File: src/rtl/step_phase_decoder.sv
// Reconstructs stepper motion (steps, direction, signed position, activity)
// from the 4-bit unipolar coil pattern; illegal or skipped phases latch err.
`timescale 1ns/1ps
module step_phase_decoder #(
    parameter int POS_W       = 16,
    parameter int IDLE_CYCLES = 1024
) (
    input  logic             clk,
    input  logic             rst_n,
    input  logic [3:0]       i_signal,
    input  logic             i_clear,
    output logic [POS_W-1:0] o_position,
    output logic             o_stepPulse,
    output logic             o_dir,
    output logic             o_armed,
    output logic             o_moving,
    output logic             o_err
);

    localparam int                IDLE_W   = $clog2(IDLE_CYCLES + 1);
    localparam logic [IDLE_W-1:0] IDLE_MAX = IDLE_W'(IDLE_CYCLES);

    localparam logic [0:0] ST_OFF   = 1'b0;
    localparam logic [0:0] ST_ARMED = 1'b1;

    logic [3:0]        r_sigQ;
    logic [0:0]        r_state;
    logic [1:0]        r_phase;
    logic [POS_W-1:0]  r_position;
    logic              r_stepPulse;
    logic              r_dir;
    logic              r_err;
    logic              r_seen;
    logic [IDLE_W-1:0] r_idle;

    logic              w_isPhase;
    logic              w_isOff;
    logic [1:0]        w_sigIdx;
    logic [1:0]        w_phaseFwd;
    logic [1:0]        w_phaseRev;
    logic [1:0]        w_phaseOpp;
    logic [0:0]        w_nextState;
    logic [1:0]        w_nextPhase;
    logic              w_stepFwd;
    logic              w_stepRev;
    logic              w_setErr;

    // Phases are indexed in forward ring order (P1,P4,P3,P2) so that the
    // successor, predecessor and opposite phase are simple modulo-4 offsets.
    always_comb begin
        w_isPhase = 1'b1;
        w_isOff   = 1'b0;
        w_sigIdx  = 2'd0;
        case (r_sigQ)
            4'b1001: w_sigIdx = 2'd0;
            4'b1100: w_sigIdx = 2'd1;
            4'b0110: w_sigIdx = 2'd2;
            4'b0011: w_sigIdx = 2'd3;
            4'b0000: begin
                w_isPhase = 1'b0;
                w_isOff   = 1'b1;
            end
            default: w_isPhase = 1'b0;
        endcase
    end

    assign w_phaseFwd = r_phase + 2'd1;
    assign w_phaseRev = r_phase - 2'd1;
    assign w_phaseOpp = r_phase + 2'd2;

    always_comb begin
        w_nextState = r_state;
        w_nextPhase = r_phase;
        w_stepFwd   = 1'b0;
        w_stepRev   = 1'b0;
        w_setErr    = 1'b0;
        if (r_state == ST_OFF) begin
            if (w_isPhase) begin
                w_nextState = ST_ARMED;
                w_nextPhase = w_sigIdx;
            end else if (!w_isOff) begin
                w_setErr = 1'b1;
            end
        end else begin
            if (w_isOff) begin
                w_nextState = ST_OFF;
            end else if (!w_isPhase) begin
                w_setErr    = 1'b1;
                w_nextState = ST_OFF;
            end else if (w_sigIdx == w_phaseFwd) begin
                w_stepFwd   = 1'b1;
                w_nextPhase = w_sigIdx;
            end else if (w_sigIdx == w_phaseRev) begin
                w_stepRev   = 1'b1;
                w_nextPhase = w_sigIdx;
            end else if (w_sigIdx == w_phaseOpp) begin
                // A skipped phase is flagged but the decoder resynchronises to it.
                w_setErr    = 1'b1;
                w_nextPhase = w_sigIdx;
            end
        end
    end

    always_ff @(posedge clk or negedge rst_n) begin
        if (!rst_n) begin
            r_sigQ      <= 4'b0000;
            r_state     <= ST_OFF;
            r_phase     <= 2'd0;
            r_position  <= '0;
            r_stepPulse <= 1'b0;
            r_dir       <= 1'b0;
            r_err       <= 1'b0;
            r_seen      <= 1'b0;
            r_idle      <= IDLE_MAX;
        end else begin
            r_sigQ <= i_signal;
            if (i_clear) begin
                r_state     <= ST_OFF;
                r_phase     <= 2'd0;
                r_position  <= '0;
                r_stepPulse <= 1'b0;
                r_err       <= 1'b0;
                r_seen      <= 1'b0;
                r_idle      <= IDLE_MAX;
            end else begin
                r_state     <= w_nextState;
                r_phase     <= w_nextPhase;
                r_stepPulse <= w_stepFwd | w_stepRev;
                if (w_setErr) begin
                    r_err <= 1'b1;
                end
                if (w_stepFwd) begin
                    r_position <= r_position + POS_W'(1);
                    r_dir      <= 1'b0;
                end else if (w_stepRev) begin
                    r_position <= r_position - POS_W'(1);
                    r_dir      <= 1'b1;
                end
                if (w_stepFwd | w_stepRev) begin
                    r_idle <= '0;
                    r_seen <= 1'b1;
                end else if (r_idle != IDLE_MAX) begin
                    r_idle <= r_idle + IDLE_W'(1);
                end
            end
        end
    end

    assign o_position  = r_position;
    assign o_stepPulse = r_stepPulse;
    assign o_dir       = r_dir;
    assign o_armed     = (r_state == ST_ARMED);
    assign o_moving    = r_seen && (r_idle < IDLE_MAX);
    assign o_err       = r_err;

endmodule

File: config.mk
export PLATFORM = sky130hd
export DESIGN_NAME = step_phase_decoder
export DESIGN_NICKNAME = d
export VERILOG_FILES = /design/src/rtl/step_phase_decoder.sv
export SDC_FILE = /design/constraint.sdc
export NUM_CORES = 1
export LEC_CHECK = 0
export ABC_CLOCK_PERIOD_IN_PS = 5100
export CORE_ASPECT_RATIO = 0.7
export CORE_UTILIZATION = 45
export CTS_CLUSTER_SIZE = 28
export DETAILED_ROUTE_END_ITERATION = 8
export PLACE_DENSITY_LB_ADDON = 0.12
export SYNTH_ARGS = -nofsm -noshare
export SYNTH_HDL_FRONTEND = slang
export SYNTH_SLANG_ARGS = --single-unit
File: constraint.sdc
create_clock -name clk -period 5.1 [get_ports clk]
set_clock_uncertainty 0.05 [all_clocks]
set_input_delay 0.765 -clock clk [delete_from_list [all_inputs] [get_ports clk]]
set_output_delay 0.765 -clock clk [all_outputs]
set_load 0.005 [all_outputs]
# Word-level counts from Yosys, hierarchy flattened
# Cells that the tools add are included.
word_totals:
  regBits: 38
  word_cells: 85
op_classes:
  n_addsub: 6
  order_cmp: 1
  n_eq_ne: 10
  n_mux: 45
  bitwise: 2
  n_reduce_logical: 12
op_table:
  columns: ["op", "n"]
  rows:
  - ["16-bit two-way mux", 3]
  - ["11-bit two-way mux", 3]
  - ["1-bit two-way mux", 30]
  - ["16-bit by 1-bit adder with 16-bit output, second input constant", 1]
  - ["2-bit two-way mux", 8]
  - ["16-bit by 1-bit subtractor with 16-bit output, second input constant", 1]
  - ["3-bit nonzero test", 4]
  - ["11-bit by 1-bit adder with 11-bit output, second input constant", 1]
  - ["11-bit < comparator, second input constant", 1]
  - ["11-bit inequality test, second input constant", 1]
  - ["4-bit == test, second input constant", 2]
  - ["2-bit == test", 3]
  - ["2-bit case mux with 3 select lines", 1]
  - ["2-bit nonzero test", 3]
  - ["5-bit by 2-bit inequality test with 1-bit output, second input constant", 1]
  - ["4-bit by 2-bit == test with 1-bit output, second input constant", 1]
  - ["4-bit by 3-bit == test with 1-bit output, second input constant", 1]
  - ["4-bit logical NOT", 1]
  - ["4-bit AND reduction", 1]
  - ["4-bit OR reduction", 1]
  - ["3-bit inequality test, second input constant", 1]
  - ["2-bit by 1-bit adder with 2-bit output, second input constant", 1]
  - ["2-bit adder, second input constant", 1]
  - ["2-bit AND reduction", 1]
  - ["other kinds (4)", 4]

# Logic depth before layout (Yosys ltp)
logic_depth:
  ltp_word: 11
  depth_mapped: 14
  depth_no_buf: 13

# Least setup slack after synthesis
# No wires, ideal clock.
synth_path:
  path_kind: "register to register"
  from: "register r_sigQ[0]"
  to: "register r_position[14] (netlist: o_position[14])"
  setup_time_ns: 0.121
  arrival_time_ns: 3.496
  slack_ns: 1.433
  path_stages_with_launch: 15
  n_path_buf: 1
  path_cell_list: "dfrtp_1 buf_6 xnor2_4 nor3b_2 xnor2_2 xor2_1 nand3_1 fa_1 nand3_1 a21oi_1 o31a_1 o41ai_4 o21ai_1 xor2_1 a22o_1"
synth_via:
  elab_chain_len: 9
synth_lines:
  columns: ["item", "line", "source"]
  rows:
  - ["start, declared", "26", "logic [3:0] r_sigQ;"]
  - ["start signal, assigned", "116", "r_sigQ <= i_signal;"]
  - ["4-bit by 2-bit == test with 1-bit output, or another cell as far along", "54", "case (r_sigQ)"]
  - ["2-bit case mux with 3 select lines", "54", null]
  - ["2-bit == test (on tied branches)", "93, 90", null]
  - ["1-bit two-way mux (on tied branches)", "93, 90", null]
  - ["1-bit two-way mux (on tied branches)", "90, 87", null]
  - ["1-bit two-way mux (on tied branches)", "87, 85", null]
  - ["1-bit two-way mux (on tied branches)", "85, 77", null]
  - ["1-bit two-way mux / 16-bit two-way mux (equally long branches)", "77, 132", null]
  - ["3-bit nonzero test (no source line) / 16-bit two-way mux (equally long branches)", null, null]
  - ["end signal, assigned", "133", "r_position <= r_position + POS_W'(1);"]
  - ["end signal, assigned", "136", "r_position <= r_position - POS_W'(1);"]
  - ["end, declared", "29", "logic [POS_W-1:0] r_position;"]
# Several ways; a longest one is shown, not always the timed one.
# A chain may end at the register's enable or synchronous reset.

# Worst setup path after layout
layout_path:
  from: "register r_sigQ[0]"
  to: "register r_position[15] (netlist: o_position[15])"
# Same word-level chain as after synthesis.

==> impl_metrics.py <==
metrics = {
    "outcome": {
        "status": "finished, final reports clean",
    },
    "sta": {
        "layout_setup_ws_ns": 0.859,
        "slew_viol_final": 0,
        "fmax_ghz": 0.236,
        "fin_crit_ns": 4.24,
        "setup_violations": 0,
        "rsz0062_at_grt": "no",
        "worst_pin_slew_ns": 1.01,
        "whs_ns": 0.466,
        "fin_crit_sh": 0.832,
        "tns_ns": 0,
        "slew_headroom": 0.327,
        "hold_violations": 0,
    },
    "critical_path": {
        "critPathLaunchType": "register",
        "critPathSlowestCell": "nand3_1",
        "crit_top_cell": "a21o_1",
        "crit_type": "reg -> reg",
        "critPathMaxStageDelay_ns": 0.61,
        "crit_chain": "xnor2_4 -> nor3b_2 -> xnor2_2 -> xor2_1 -> nand3_1 -> ha_1 -> a21o_1 -> a21o_1 -> a311oi_4 -> nand3_2 -> a31oi_1 -> o21bai_1 -> nand4_1",
        "worstPathArrival_ns": 4.36,
        "worstSetupEndpointType": "register",
        "reg2reg_slack_ns": 0.86,
        "critPathMaxFanout": 17,
        "cp.required_ns": 5.22,
    },
    "clock_tree": {
        "clockBufferDepth": 2,
        "path_clk_slew_ns": 0.08,
        "cts_resized": 0,
        "clock-root-buffer": "clkbuf_8",
        "postCtsSetupBuffers": 0,
        "clock_latency_ns": 0.29,
        "cts_tree": "yes",
        "htree_levels": 2,
        "cts_buffers": 5,
        "cts_sinks": 38,
        "cts_hold_buf": 0,
    },
    "routing": {
        "ant_nets": 0,
        "drc_errors": 0,
        "drtIter0Drc": 52,
        "vias_per_cell": 5.35,
        "wl_um": 5120,
        "wire_per_inst_um": 14.3,
        "dr.pass1.iters": 4,
        "vias": 1914,
    },
    "synthesis": {
        "ys_types": 53,
        "synth-async-reset-ratio": 1.00,
        "synth_seq_area_share": 0.374,
        "synthCells": 261,
        "yosys_warnings": 0,
        "synth_area_mm2": 0.00255,
        "syn_nets": 287,
        "syn_avg_cell_area_um2": 9.76,
        "netlist_top_cells_area": "dfrtp_1, ha_1, nor2_1, xor2_1, xnor2_1",
        "synth_seq_cells": 38,
        "synthFlopType": "dfrtp_1",
        "synth_edf_count": 0,
        "yosys.area.top_type": "dfrtp_1",
        "yosys.area.top_type_share": 0.363,
    },
    "finish": {
        "syn2layout_area_growth_pct": 15.3,
        "diodes": 0,
        "regArea_um2": 952,
        "final_nets": 311,
        "multiInputGateArea_mm2": 0.00152,
        "fillers": 514,
        "final_layout_size_suffix_gt1_frac": 0.0979,
    },
    "place": {
        "dp_hpwl_um": 3630,
        "routabilityCongestion": 0.843,
        "post-place-ws_ns": 0.869,
        "io_buffer_count": 27,
    },
    "global_route": {
        "grt_pass1_vias": 1852,
        "grt_start_max_net_pins": 39,
        "antenna_found_initial": 0,
        "grt_use_total": 0.188,
        "grt_pass1_wl_um": 8780,
        "grt_overflow_total": 0,
    },
    "pwr": {
        "power_uw": 692,
        "powerDensity_mw_per_mm2": 235,
        "vdd_drop_max_mv": 0.0966,
        "leakagePower_uw": 0.00134,
    },
    "min_path": {
        "min_path_type": "reg -> reg",
    },
    "floorplan": {
        "row_count": 22,
        "die_h_um": 65.0,
        "ioPinCount": 28,
        "start_util": 0.477,
        "dieArea_mm2": 0.00597,
        "core_area_mm2": 0.00534,
        "die_x_um": 91.9,
    },
    "flow_run": {
        "max-cap-violations": 0,
    },
}
## logic make-up after synthesis
kind of cell	after synthesis	share of synthesized area
AOI/OAI and AO/OA	54	0.161
xor gates and xnor gates	27	0.106
adders and majority gates	19	0.0963
buffers and inverters	15	0.0309
DFF	38	0.374
muxes	10	0.0403
and+or+nand+nor	98	0.192
## layout by cell type, fill, tap and decap left out, types with 6 or more instances in the layout
cell              n
a21o_1            6
a21oi_1          18
clkbuf_8          6
clkdlybuf4s50_1  26
dfrtp_1          37
ha_1             18
mux2i_1           8
nand2_1          12
nand2b_1          6
nand3_1          12
nor2_1           40
xnor2_1          11
xor2_1           13
## worst max-delay path: cells and delay by family (launching register included)
| family | cells | cell delay (ns) |
|---|---|---|
| compound gates | 5 | 1.22 |
| fa+ha+maj | 1 | 0.53 |
| simple gates | 4 | 1.09 |
| xor+xnor | 3 | 0.71 |
| flops | 1 | 0.51 |
## metrics by stage
stage / util / instance area (µm²) / instances
after detailed placement: 0.532 / 2840 / 350
after global placement: 0.532 / 2840 / 350
final: 0.550 / 2940 / 358
after floorplan: - / 2550 / 261
after global routing: 0.550 / 2940 / 358
after CTS: 0.550 / 2940 / 358
## path summary, 6_finish.rpt
kind | cells after the start | endpoint | from
setup reg to reg | 13 | o_position[15] | r_sigQ[0]
min in group asynchronous | 1 | o_position[5] | rst_n
setup / recovery | 13 | o_position[15] | r_sigQ[0]
hold reg to reg | 1 | o_dir | o_dir
hold / removal | 1 | o_dir | o_dir
max in group asynchronous | 1 | o_err | rst_n
## area by class of cell
type                    count  share of cell area
clock buffers               6              0.0281
clock inverters             2             0.00426
inverters                   5             0.00639
multi-input cells         208               0.516
flip-flops and latches     38               0.324
well taps                  72              0.0307
repair buffers             27              0.0903
## sequential cells by signal (all words and copies together), names as in the netlist
| signal | flops |
|---|---|
| o_position | 16 |
| o_stepPulse | 1 |
| o_armed | 1 |
| r_seen | 1 |
| o_err | 1 |
| o_dir | 1 |
| r_idle | 11 |
| r_sigQ | 4 |
| r_phase | 2 |
## synth_stat cells, drive strengths merged, types with 4 or more instances
library cell	number
nor2	41
dfrtp	37
a21oi	20
ha	18
xnor2	14
nand2	13
nand3	13
xor2	13
mux2i	8
a21o	7
o21ai	7
buf	6
nand2b	6
a22o	5
inv	5
nor2b	5
clkbuf	4
nand4	4
## power breakdown
part	internal [µW]	switching (µW)	total (µW)
clock network	109	115	223
registers	313	17.2	330
logic	66.6	71.9	138
total	488	204	692
## routing by layer
metal,share of wire,track usage,wire length [µm]
met2,0.38,0.266,1950
met3,0.042,0.0434,214
met1,0.57,0.283,2900
met4,0.010,0.0527,51
met5,0,0,0
(Power assumes the default switching activity.)
